### src/rtl/hazard_control_unit_if.sv
// hazard_control_unit_if -- hazard detection signal bundle between the
// pipeline datapath and the hazard control unit.
//   master : pipeline side; drives ID/EX/MEM status, receives stage controls
//   slave  : hazard unit side; reads status, drives controls and counters
// Status : id_rs1/id_rs2, id_uses_rs1/id_uses_rs2, ex_mem_read, ex_rd,
//          branch_taken, mem_req, mem_ready
// Control: pc_en, if_id_en, ex_mem_en, if_id_flush, id_ex_flush
// Perf   : stall_cycles, flush_cycles (16-bit)
interface hazard_control_unit_if #(
  parameter int REG_W = 5
);
  logic [REG_W-1:0] id_rs1;
  logic [REG_W-1:0] id_rs2;
  logic             id_uses_rs1;
  logic             id_uses_rs2;
  logic             ex_mem_read;
  logic [REG_W-1:0] ex_rd;
  logic             branch_taken;
  logic             mem_req;
  logic             mem_ready;
  logic             pc_en;
  logic             if_id_en;
  logic             ex_mem_en;
  logic             if_id_flush;
  logic             id_ex_flush;
  logic [15:0]      stall_cycles;
  logic [15:0]      flush_cycles;

  modport master (
    output id_rs1, id_rs2, id_uses_rs1, id_uses_rs2, ex_mem_read, ex_rd,
           branch_taken, mem_req, mem_ready,
    input  pc_en, if_id_en, ex_mem_en, if_id_flush, id_ex_flush,
           stall_cycles, flush_cycles
  );

  modport slave (
    input  id_rs1, id_rs2, id_uses_rs1, id_uses_rs2, ex_mem_read, ex_rd,
           branch_taken, mem_req, mem_ready,
    output pc_en, if_id_en, ex_mem_en, if_id_flush, id_ex_flush,
           stall_cycles, flush_cycles
  );
endinterface

### src/rtl/hazard_control_unit.sv
// hazard_control_unit -- pipeline stall/flush controller.
// Resolves memory stalls, taken-branch flushes and load-use hazards
// (priority in that order) into PC / pipeline-register enables and bubble
// inserts. State updates on the falling clock edge, matching the pipeline
// registers; control outputs are combinational from state and inputs.
// Ports:
//   clk   : clock (state changes on negedge)
//   reset : asynchronous active-low reset
//   hz    : hazard_control_unit_if.slave bundle (status in, controls out)
// Parameters: REG_W register-index width; BR_PENALTY (1..3) IF/ID flush
//   cycles per taken branch.
// Build option: define HAZARD_PERF_CNT_EN to implement the saturating
//   stall_cycles / flush_cycles counters; otherwise both read constant 0.
module hazard_control_unit #(
  parameter int REG_W      = 5,
  parameter int BR_PENALTY = 1
) (
  input logic                  clk,
  input logic                  reset,
  hazard_control_unit_if.slave hz
);
  typedef enum logic [1:0] {RUN, FLUSH, MEM_WAIT} state_t;

  state_t           state_q, state_d;
  logic [1:0]       cnt_q, cnt_d;     // IF/ID flush cycles still owed
  logic [REG_W-1:0] rd;
  logic             mem_stall, load_use, flushing;
  logic             pc_en, if_id_en, ex_mem_en, if_id_flush, id_ex_flush;

  assign rd        = hz.ex_rd;
  assign mem_stall = hz.mem_req & ~hz.mem_ready;
  assign load_use  = hz.ex_mem_read && (rd != '0) &&
                     ((hz.id_uses_rs1 && hz.id_rs1 == rd) ||
                      (hz.id_uses_rs2 && hz.id_rs2 == rd));
  // cnt_q is only nonzero in FLUSH, or in MEM_WAIT entered from FLUSH, so
  // it alone says whether this cycle continues a branch flush.
  assign flushing  = (cnt_q != 2'd0);

  always_comb begin
    pc_en       = 1'b0;
    if_id_en    = 1'b0;
    ex_mem_en   = 1'b0;
    if_id_flush = 1'b0;
    id_ex_flush = 1'b0;
    state_d     = state_q;
    cnt_d       = cnt_q;
    if (!reset) begin
      // everything frozen while held in reset
    end else if (mem_stall) begin
      state_d = MEM_WAIT;             // cnt_q held so a flush resumes later
    end else if (flushing) begin
      pc_en       = 1'b1;
      if_id_en    = 1'b1;
      ex_mem_en   = 1'b1;
      if_id_flush = 1'b1;
      cnt_d       = cnt_q - 2'd1;
      state_d     = (cnt_q == 2'd1) ? RUN : FLUSH;
    end else begin
      pc_en     = 1'b1;
      if_id_en  = 1'b1;
      ex_mem_en = 1'b1;
      state_d   = RUN;
      if (hz.branch_taken) begin
        if_id_flush = 1'b1;
        id_ex_flush = 1'b1;
        if (BR_PENALTY > 1) begin
          state_d = FLUSH;
          cnt_d   = 2'(BR_PENALTY - 1);
        end
      end else if (load_use) begin
        // hold PC and IF/ID one cycle, bubble into EX; the load moves on
        pc_en       = 1'b0;
        if_id_en    = 1'b0;
        id_ex_flush = 1'b1;
      end
    end
  end

  always_ff @(negedge clk or negedge reset) begin
    if (!reset) begin
      state_q <= RUN;
      cnt_q   <= 2'd0;
    end else begin
      state_q <= state_d;
      cnt_q   <= cnt_d;
    end
  end

  assign hz.pc_en       = pc_en;
  assign hz.if_id_en    = if_id_en;
  assign hz.ex_mem_en   = ex_mem_en;
  assign hz.if_id_flush = if_id_flush;
  assign hz.id_ex_flush = id_ex_flush;

`ifdef HAZARD_PERF_CNT_EN
  logic [15:0] stall_q, flush_q;

  // pc_en is forced low in reset, but the counters are cleared there anyway
  always_ff @(negedge clk or negedge reset) begin
    if (!reset) begin
      stall_q <= 16'd0;
      flush_q <= 16'd0;
    end else begin
      if (!pc_en && stall_q != 16'hFFFF)      stall_q <= stall_q + 16'd1;
      if (if_id_flush && flush_q != 16'hFFFF) flush_q <= flush_q + 16'd1;
    end
  end

  assign hz.stall_cycles = stall_q;
  assign hz.flush_cycles = flush_q;
`else
  assign hz.stall_cycles = 16'd0;
  assign hz.flush_cycles = 16'd0;
`endif
endmodule

### src/flat_wrapper.sv
// flat-port wrapper written by rule: the top's interface ports become plain ports
module hazard_control_unit_flat 
#(
  parameter int REG_W      = 5,
  parameter int BR_PENALTY = 1
)
  (clk, reset, hz_id_rs1, hz_id_rs2, hz_id_uses_rs1, hz_id_uses_rs2, hz_ex_mem_read, hz_ex_rd, hz_branch_taken, hz_mem_req, hz_mem_ready, hz_pc_en, hz_if_id_en, hz_ex_mem_en, hz_if_id_flush, hz_id_ex_flush, hz_stall_cycles, hz_flush_cycles);
  hazard_control_unit_if #(.REG_W(REG_W)) hz_i ();
  input logic clk;
  input logic reset;
  input wire logic [$bits(hz_i.id_rs1)-1:0] hz_id_rs1;
  input wire logic [$bits(hz_i.id_rs2)-1:0] hz_id_rs2;
  input wire logic [$bits(hz_i.id_uses_rs1)-1:0] hz_id_uses_rs1;
  input wire logic [$bits(hz_i.id_uses_rs2)-1:0] hz_id_uses_rs2;
  input wire logic [$bits(hz_i.ex_mem_read)-1:0] hz_ex_mem_read;
  input wire logic [$bits(hz_i.ex_rd)-1:0] hz_ex_rd;
  input wire logic [$bits(hz_i.branch_taken)-1:0] hz_branch_taken;
  input wire logic [$bits(hz_i.mem_req)-1:0] hz_mem_req;
  input wire logic [$bits(hz_i.mem_ready)-1:0] hz_mem_ready;
  output wire logic [$bits(hz_i.pc_en)-1:0] hz_pc_en;
  output wire logic [$bits(hz_i.if_id_en)-1:0] hz_if_id_en;
  output wire logic [$bits(hz_i.ex_mem_en)-1:0] hz_ex_mem_en;
  output wire logic [$bits(hz_i.if_id_flush)-1:0] hz_if_id_flush;
  output wire logic [$bits(hz_i.id_ex_flush)-1:0] hz_id_ex_flush;
  output wire logic [$bits(hz_i.stall_cycles)-1:0] hz_stall_cycles;
  output wire logic [$bits(hz_i.flush_cycles)-1:0] hz_flush_cycles;
  assign hz_i.id_rs1 = hz_id_rs1;
  assign hz_i.id_rs2 = hz_id_rs2;
  assign hz_i.id_uses_rs1 = hz_id_uses_rs1;
  assign hz_i.id_uses_rs2 = hz_id_uses_rs2;
  assign hz_i.ex_mem_read = hz_ex_mem_read;
  assign hz_i.ex_rd = hz_ex_rd;
  assign hz_i.branch_taken = hz_branch_taken;
  assign hz_i.mem_req = hz_mem_req;
  assign hz_i.mem_ready = hz_mem_ready;
  assign hz_pc_en = hz_i.pc_en;
  assign hz_if_id_en = hz_i.if_id_en;
  assign hz_ex_mem_en = hz_i.ex_mem_en;
  assign hz_if_id_flush = hz_i.if_id_flush;
  assign hz_id_ex_flush = hz_i.id_ex_flush;
  assign hz_stall_cycles = hz_i.stall_cycles;
  assign hz_flush_cycles = hz_i.flush_cycles;
  hazard_control_unit #(.REG_W(REG_W), .BR_PENALTY(BR_PENALTY)) u_core (.clk(clk), .reset(reset), .hz(hz_i));
endmodule
### config.mk
export PLATFORM = sky130hd
export DESIGN_NAME = hazard_control_unit_flat
export DESIGN_NICKNAME = d
export VERILOG_FILES = /design/src/rtl/hazard_control_unit_if.sv /design/src/rtl/hazard_control_unit.sv /design/src/flat_wrapper.sv
export SDC_FILE = /design/constraint.sdc
export NUM_CORES = 1
export LEC_CHECK = 0
export CAP_MARGIN = 20
export CELL_PAD_IN_SITES_DETAIL_PLACEMENT = 1
export CELL_PAD_IN_SITES_GLOBAL_PLACEMENT = 2
export CORE_MARGIN = 2
export CORE_UTILIZATION = 12
export CTS_CLUSTER_DIAMETER = 40
export CTS_CLUSTER_SIZE = 40
export DETAILED_ROUTE_END_ITERATION = 10
export HOLD_SLACK_MARGIN = 0.12
export PLACE_DENSITY = 0.8
export SETUP_SLACK_MARGIN = 0.3
export SLEW_MARGIN = 30
export SYNTH_ARGS = -nofsm -noshare
export SYNTH_HDL_FRONTEND = slang
export SYNTH_SLANG_ARGS = --single-unit
### constraint.sdc
create_clock -name clk -period 2.1 [get_ports clk]
set_clock_uncertainty 0.1 [all_clocks]
set_input_delay 0.42 -clock clk [delete_from_list [all_inputs] [get_ports clk]]
set_output_delay 0.42 -clock clk [all_outputs]
set_load 0.02 [all_outputs]
==> impl_metrics.env, run 1 <==
export IMPL_finalMaxSlewViolations=0
export IMPL_portBuffers=27
export IMPL_synth_top_cells_by_area="buf_4, xor2_1, dfrtn_1"
export IMPL_largest_register="u_core.cnt_q"
export IMPL_die_x_um=70.0
export IMPL_io_pins=60
export IMPL_hp_class="register to register"
export IMPL_clkTransAtPathRegs_ns=0.02
export IMPL_numClockSinks=2
export IMPL_power_density_nw_per_um2=665
export IMPL_coreArea_um2=4260
export IMPL_dominantRegCellSynth="dfrtn_1"
export IMPL_grt_pass1_vias=546
export IMPL_ys_seq_area_share_pct=9.57
export IMPL_cts_buffers_inserted=3
export IMPL_synth_cell_type_count=18
export IMPL_cts_hold_buf=0
export IMPL_antenna_found_initial=0
export IMPL_required_ns=1.58
export IMPL_die_h_um=70.0
export IMPL_peakVddDrop_v=0.000161
export IMPL_ant_nets=0
export IMPL_status="finished, violations left"
export IMPL_synth_top_area_share_pct=47.4
export IMPL_setup_slack_ns=-0.795
export IMPL_synthCells=68
export IMPL_grt_usage_pct=6.82
export IMPL_place_congestion=0.643
export IMPL_drive_above_1_share_pct=34.9
export IMPL_crit_fanout=2
export IMPL_cts_path_max_buffers=2
export IMPL_avgRoutedWirePerCell_um=9.60
export IMPL_root_buffer="clkbuf_8"
export IMPL_dr_pass1_iters=2
export IMPL_finalPower_mw=0.635
export IMPL_grt_max_degree=4
export IMPL_synthMostInstantiatedCell="buf_4"
export IMPL_routed_wl_um=1550
export IMPL_grt_ovfl_total=0
export IMPL_layout_nets=135
export IMPL_netlist_area_um2=523
export IMPL_yosys_warnings=0
export IMPL_critPathCaptureType="primary output"
export IMPL_arrival_ns=2.38
export IMPL_vias_per_cell=3.07
export IMPL_setup_tns_ns=-3.04
export IMPL_p_leak_nw=0.440
export IMPL_antenna_cells=0
export IMPL_avgSynthCellArea_um2=7.69
export IMPL_finalHoldViolCount=0
export IMPL_n_fill_cell=525
export IMPL_cp_start_kind="register"
export IMPL_synth_edff_count=0
export IMPL_place_hpwl_um=1200
export IMPL_setup_violations=4
export IMPL_dieArea_um2=4900
export IMPL_first_iter_violations=3
export IMPL_largestRegisters="u_core.cnt_q: 2 flops"
export IMPL_syn_to_final_growth_pct=82.8
export IMPL_violations="negative setup slack"
export IMPL_rsz0062_at_grt="yes"
export IMPL_placement_rows=24
export IMPL_synth_seq_cells=2
export IMPL_async_flop_share_pct=100
export IMPL_worstSetupPathType="register to primary output"
export IMPL_clk_latency_ns=0.24
export IMPL_largest_reg_flops=2
export IMPL_cts_max_level=1
export IMPL_drc=0
export IMPL_cts_tree="done"
export IMPL_grt_pass1_wl_um=2530
export IMPL_yosysTopAreaCell="buf_4"
export IMPL_num_vias=495
export IMPL_drv_cap=0
export IMPL_initial_utilization_pct=12.3
export IMPL_synth_common_cells="buf_4, xor2_1, inv_1, xnor2_1"
[power by group]
| part | switching (mW) | internal (mW) | leakage (nW) | total, mW |
|---|---|---|---|---|
| Sequential | 0.00995 | 0.0612 | 0.0232 | 0.0712 |
| Clock | 0.0325 | 0.121 | 0.0216 | 0.154 |
| Combinational | 0.193 | 0.217 | 0.395 | 0.410 |
| Total | 0.236 | 0.400 | 0.440 | 0.635 |
[metrics by stage]
stage	cells	area (um^2)	worst slack, ns	hold WS, ns	utilization [%]
CTS	160	932	-0.798	0.530	21.9
detailed placement	151	808	-1.00	0.438	19.0
global route	161	956	-0.852	0.577	22.4
floorplan	99	679	-0.564	0.327	-
global placement	151	808	-1.00	0.426	19.0
finish	161	956	-0.795	0.552	22.4
[placed cells by master, fill, tap and decap left out, drive strengths merged]
cell type       n
nor2            2
nor2b           1
nand2           1
buf            21
conb           32
ha              1
clkdlybuf4s50  19
xor2            8
o21ai           2
inv             4
clkbuf          3
mux2i           1
o21a            2
a32oi           1
and2            1
or4             1
nand3           2
nor4            2
dfrtn           2
xnor2           3
[critical path: stages (launching register included)]
cell     delay, ns
dfrtn_1       0.34
inv_2         0.08
ha_4          0.13
nor2b_4       0.14
nand2_2       0.06
o21a_4        0.21
buf_6         0.13
[cells by family (layout without fill, tap and decap cells)]
family	after synthesis	after routing	synth area share, %
muxes	1	1	1.91
xor gates and xnor gates	11	11	18.4
buffers and inverters	37	47	50.2
AOI/OAI and AO/OA	5	5	6.46
other	1	32	0.717
and+or+nand+nor	10	10	10.3
adders and majority gates	1	1	2.39
DFF	2	2	9.57
[final timing paths]
check                      cells after the start  slack, ns         endpoint            start
setup / recovery                               6      -0.80      hz_if_id_en  u_core.cnt_q[0]
hold / removal                                 4       0.55  u_core.cnt_q[0]  u_core.cnt_q[0]
setup reg to reg                               5       0.84  u_core.cnt_q[1]  u_core.cnt_q[0]
hold reg to reg                                4       0.55  u_core.cnt_q[0]  u_core.cnt_q[0]
max in group asynchronous                      2       0.85  u_core.cnt_q[1]            reset
min in group asynchronous                      2       0.93  u_core.cnt_q[0]            reset
[what timing repair did]
| action | in CTS | in global routing |
|---|---|---|
| gates resized for setup | 54 | 3 |
| setup buffers | 6 | 1 |
| gates cloned | 0 | 0 |
| endpoints found under the setup margin | 7 | 6 |
| pin swaps | 5 | 2 |
[per-layer routing]
layer  share of wire, %  global-route usage (%)  up-vias
met4                4.6                    5.98        0
met2                 53                    11.9       34
met1                 33                    6.45      219
met5                  0                       0        -
met3                9.2                    2.02        7
li1                   -                       -      235
[layout make-up]
class | instances | area, um^2 | area share, %
multi-input combinational | 60 | 404 | 42.3
inverter | 4 | 20.0 | 2.09
tap | 52 | 65.1 | 6.81
clock buffer | 3 | 41.3 | 4.32
timing repair buffer | 40 | 375 | 39.3
sequential | 2 | 50.0 | 5.24
(Power assumes the default switching activity.)
==> run 2, diff against run 1 <==
GPL_TIMING_DRIVEN = 0   (was default)
==> run 2 against run 1 <==
The flow still finishes with violations (negative setup slack). Non-clock buffer count increased by 27. Routed wire length decreased by 1.7%. Worst setup slack got worse by 0.067 ns. First-iteration DRC count increased by 33%. Clock power about the same. Register-to-register slack improved by 0.04 ns. Critical path depth increased by 1. Highest routed layer unchanged.
==> impl_metrics.env, run 2 (synthesis results as in run 1) <==
export IMPL_vias_per_cell=2.98
export IMPL_setup_slack_ns=-0.863
export IMPL_hp_class="register to register"
export IMPL_cts_path_max_buffers=2
export IMPL_placed_cells=178
export IMPL_antenna_cells=0
export IMPL_holdWs_ns=0.433
export IMPL_required_ns=1.58
export IMPL_worstSetupPathType="register to primary output"
export IMPL_power_density_nw_per_um2=548
export IMPL_place_hpwl_um=1300
export IMPL_status="finished, violations left"
export IMPL_num_vias=561
export IMPL_cp_start_kind="register"
export IMPL_first_iter_violations=4
export IMPL_antenna_found_initial=0
export IMPL_finalMaxSlewViolations=0
export IMPL_largest_register="u_core.cnt_q"
export IMPL_grt_usage_pct=6.10
export IMPL_drv_cap=0
export IMPL_grt_max_degree=5
export IMPL_die_h_um=70.0
export IMPL_critPathCaptureType="primary output"
export IMPL_fin_cells=188
export IMPL_rsz0062_at_grt="yes"
export IMPL_drc=0
export IMPL_p_leak_nw=0.583
export IMPL_routed_wl_um=1520
export IMPL_initial_utilization_pct=12.3
export IMPL_die_x_um=70.0
export IMPL_finalHoldViolCount=0
export IMPL_grt_pass1_wl_um=2240
export IMPL_grt_ovfl_total=0
export IMPL_finalPower_mw=0.624
export IMPL_portBuffers=27
export IMPL_ant_nets=0
export IMPL_io_pins=60
export IMPL_avgRoutedWirePerCell_um=8.08
export IMPL_dieArea_um2=4900
export IMPL_clk_latency_ns=0.24
export IMPL_cts_buffers_inserted=3
export IMPL_root_buffer="clkbuf_8"
export IMPL_place_congestion=0.659
export IMPL_syn_to_final_growth_pct=118
export IMPL_cts_tree="done"
export IMPL_dr_pass1_iters=3
export IMPL_most_common_layout_cells="buf_4, conb_1, clkdlybuf4s50_1"
export IMPL_placement_rows=24
export IMPL_utilization_pct=26.7
export IMPL_violations="negative setup slack"
export IMPL_largest_reg_flops=2
export IMPL_grt_pass1_vias=540
export IMPL_numClockSinks=2
export IMPL_layout_nets=162
export IMPL_coreArea_um2=4260
export IMPL_setup_violations=4
export IMPL_largestRegisters="u_core.cnt_q: 2 flops"
export IMPL_crit_fanout=2
export IMPL_final_common_cell="buf_4"
export IMPL_arrival_ns=2.44
export IMPL_setup_tns_ns=-3.21
export IMPL_clkTransAtPathRegs_ns=0.03
export IMPL_peakVddDrop_v=0.000176
export IMPL_drive_above_1_share_pct=46.3
export IMPL_cts_max_level=1
[run 2: metal layers]
layer	track usage [%]	wire length, um	vias to the layer above
li1	-	-	289
met1	5.66	508	237
met2	10.8	784	31
met3	2.31	181	4
met4	4.49	45	0
met5	0	0	-
[run 2: power breakdown]
| part | leakage [nW] | internal, mW | switching, mW |
|---|---|---|---|
| Clock | 0.0216 | 0.121 | 0.0302 |
| Combinational | 0.538 | 0.218 | 0.186 |
| Sequential | 0.0232 | 0.0611 | 0.00850 |
| Total | 0.583 | 0.400 | 0.224 |
[run 2: path summary, 6_finish.rpt]
path	startpoint	to	cells past startpoint	slack, ns
max	u_core.cnt_q[1]	hz_pc_en	7	-0.86
max in group asynchronous	reset	u_core.cnt_q[1]	1	0.92
min reg2reg	u_core.cnt_q[0]	u_core.cnt_q[0]	3	0.43
min in group asynchronous	reset	u_core.cnt_q[0]	1	0.82
min	u_core.cnt_q[0]	u_core.cnt_q[0]	3	0.43
max reg2reg	u_core.cnt_q[0]	u_core.cnt_q[1]	5	0.88
[run 2: repair_timing]
action                                  in CTS  in global routing
resized for setup                           45                  4
hold buffers                                 0                  0
gates cloned                                 0                  0
endpoints found under the setup margin       7                  6
setup buffers                                5                  2
pin swaps                                    5                  4
[run 2: stage by stage]
step | setup WS [ns] | area, um^2
finish | -0.863 | 1140
global route | -0.925 | 1140
CTS | -0.869 | 1120
detailed placement | -1.09 | 1010
global placement | -1.07 | 1010
floorplan | -0.564 | 679
[run 2: final cells by class]
class,count,area [um^2]
clock buffer,3,41.3
multi-input combinational,60,395
sequential,2,50.0
buffer,33,251
inverter,4,17.5
fill,525,3130
tap,52,65.1
timing repair buffer,34,318
[run 2: worst max-delay path, cell delays in order, from the launching register on]
cell,delay (ns)
dfrtn_1,0.33
inv_2,0.08
ha_4,0.13
nor2b_4,0.14
nand2_1,0.06
o21a_2,0.21
buf_6,0.11
buf_6,0.12
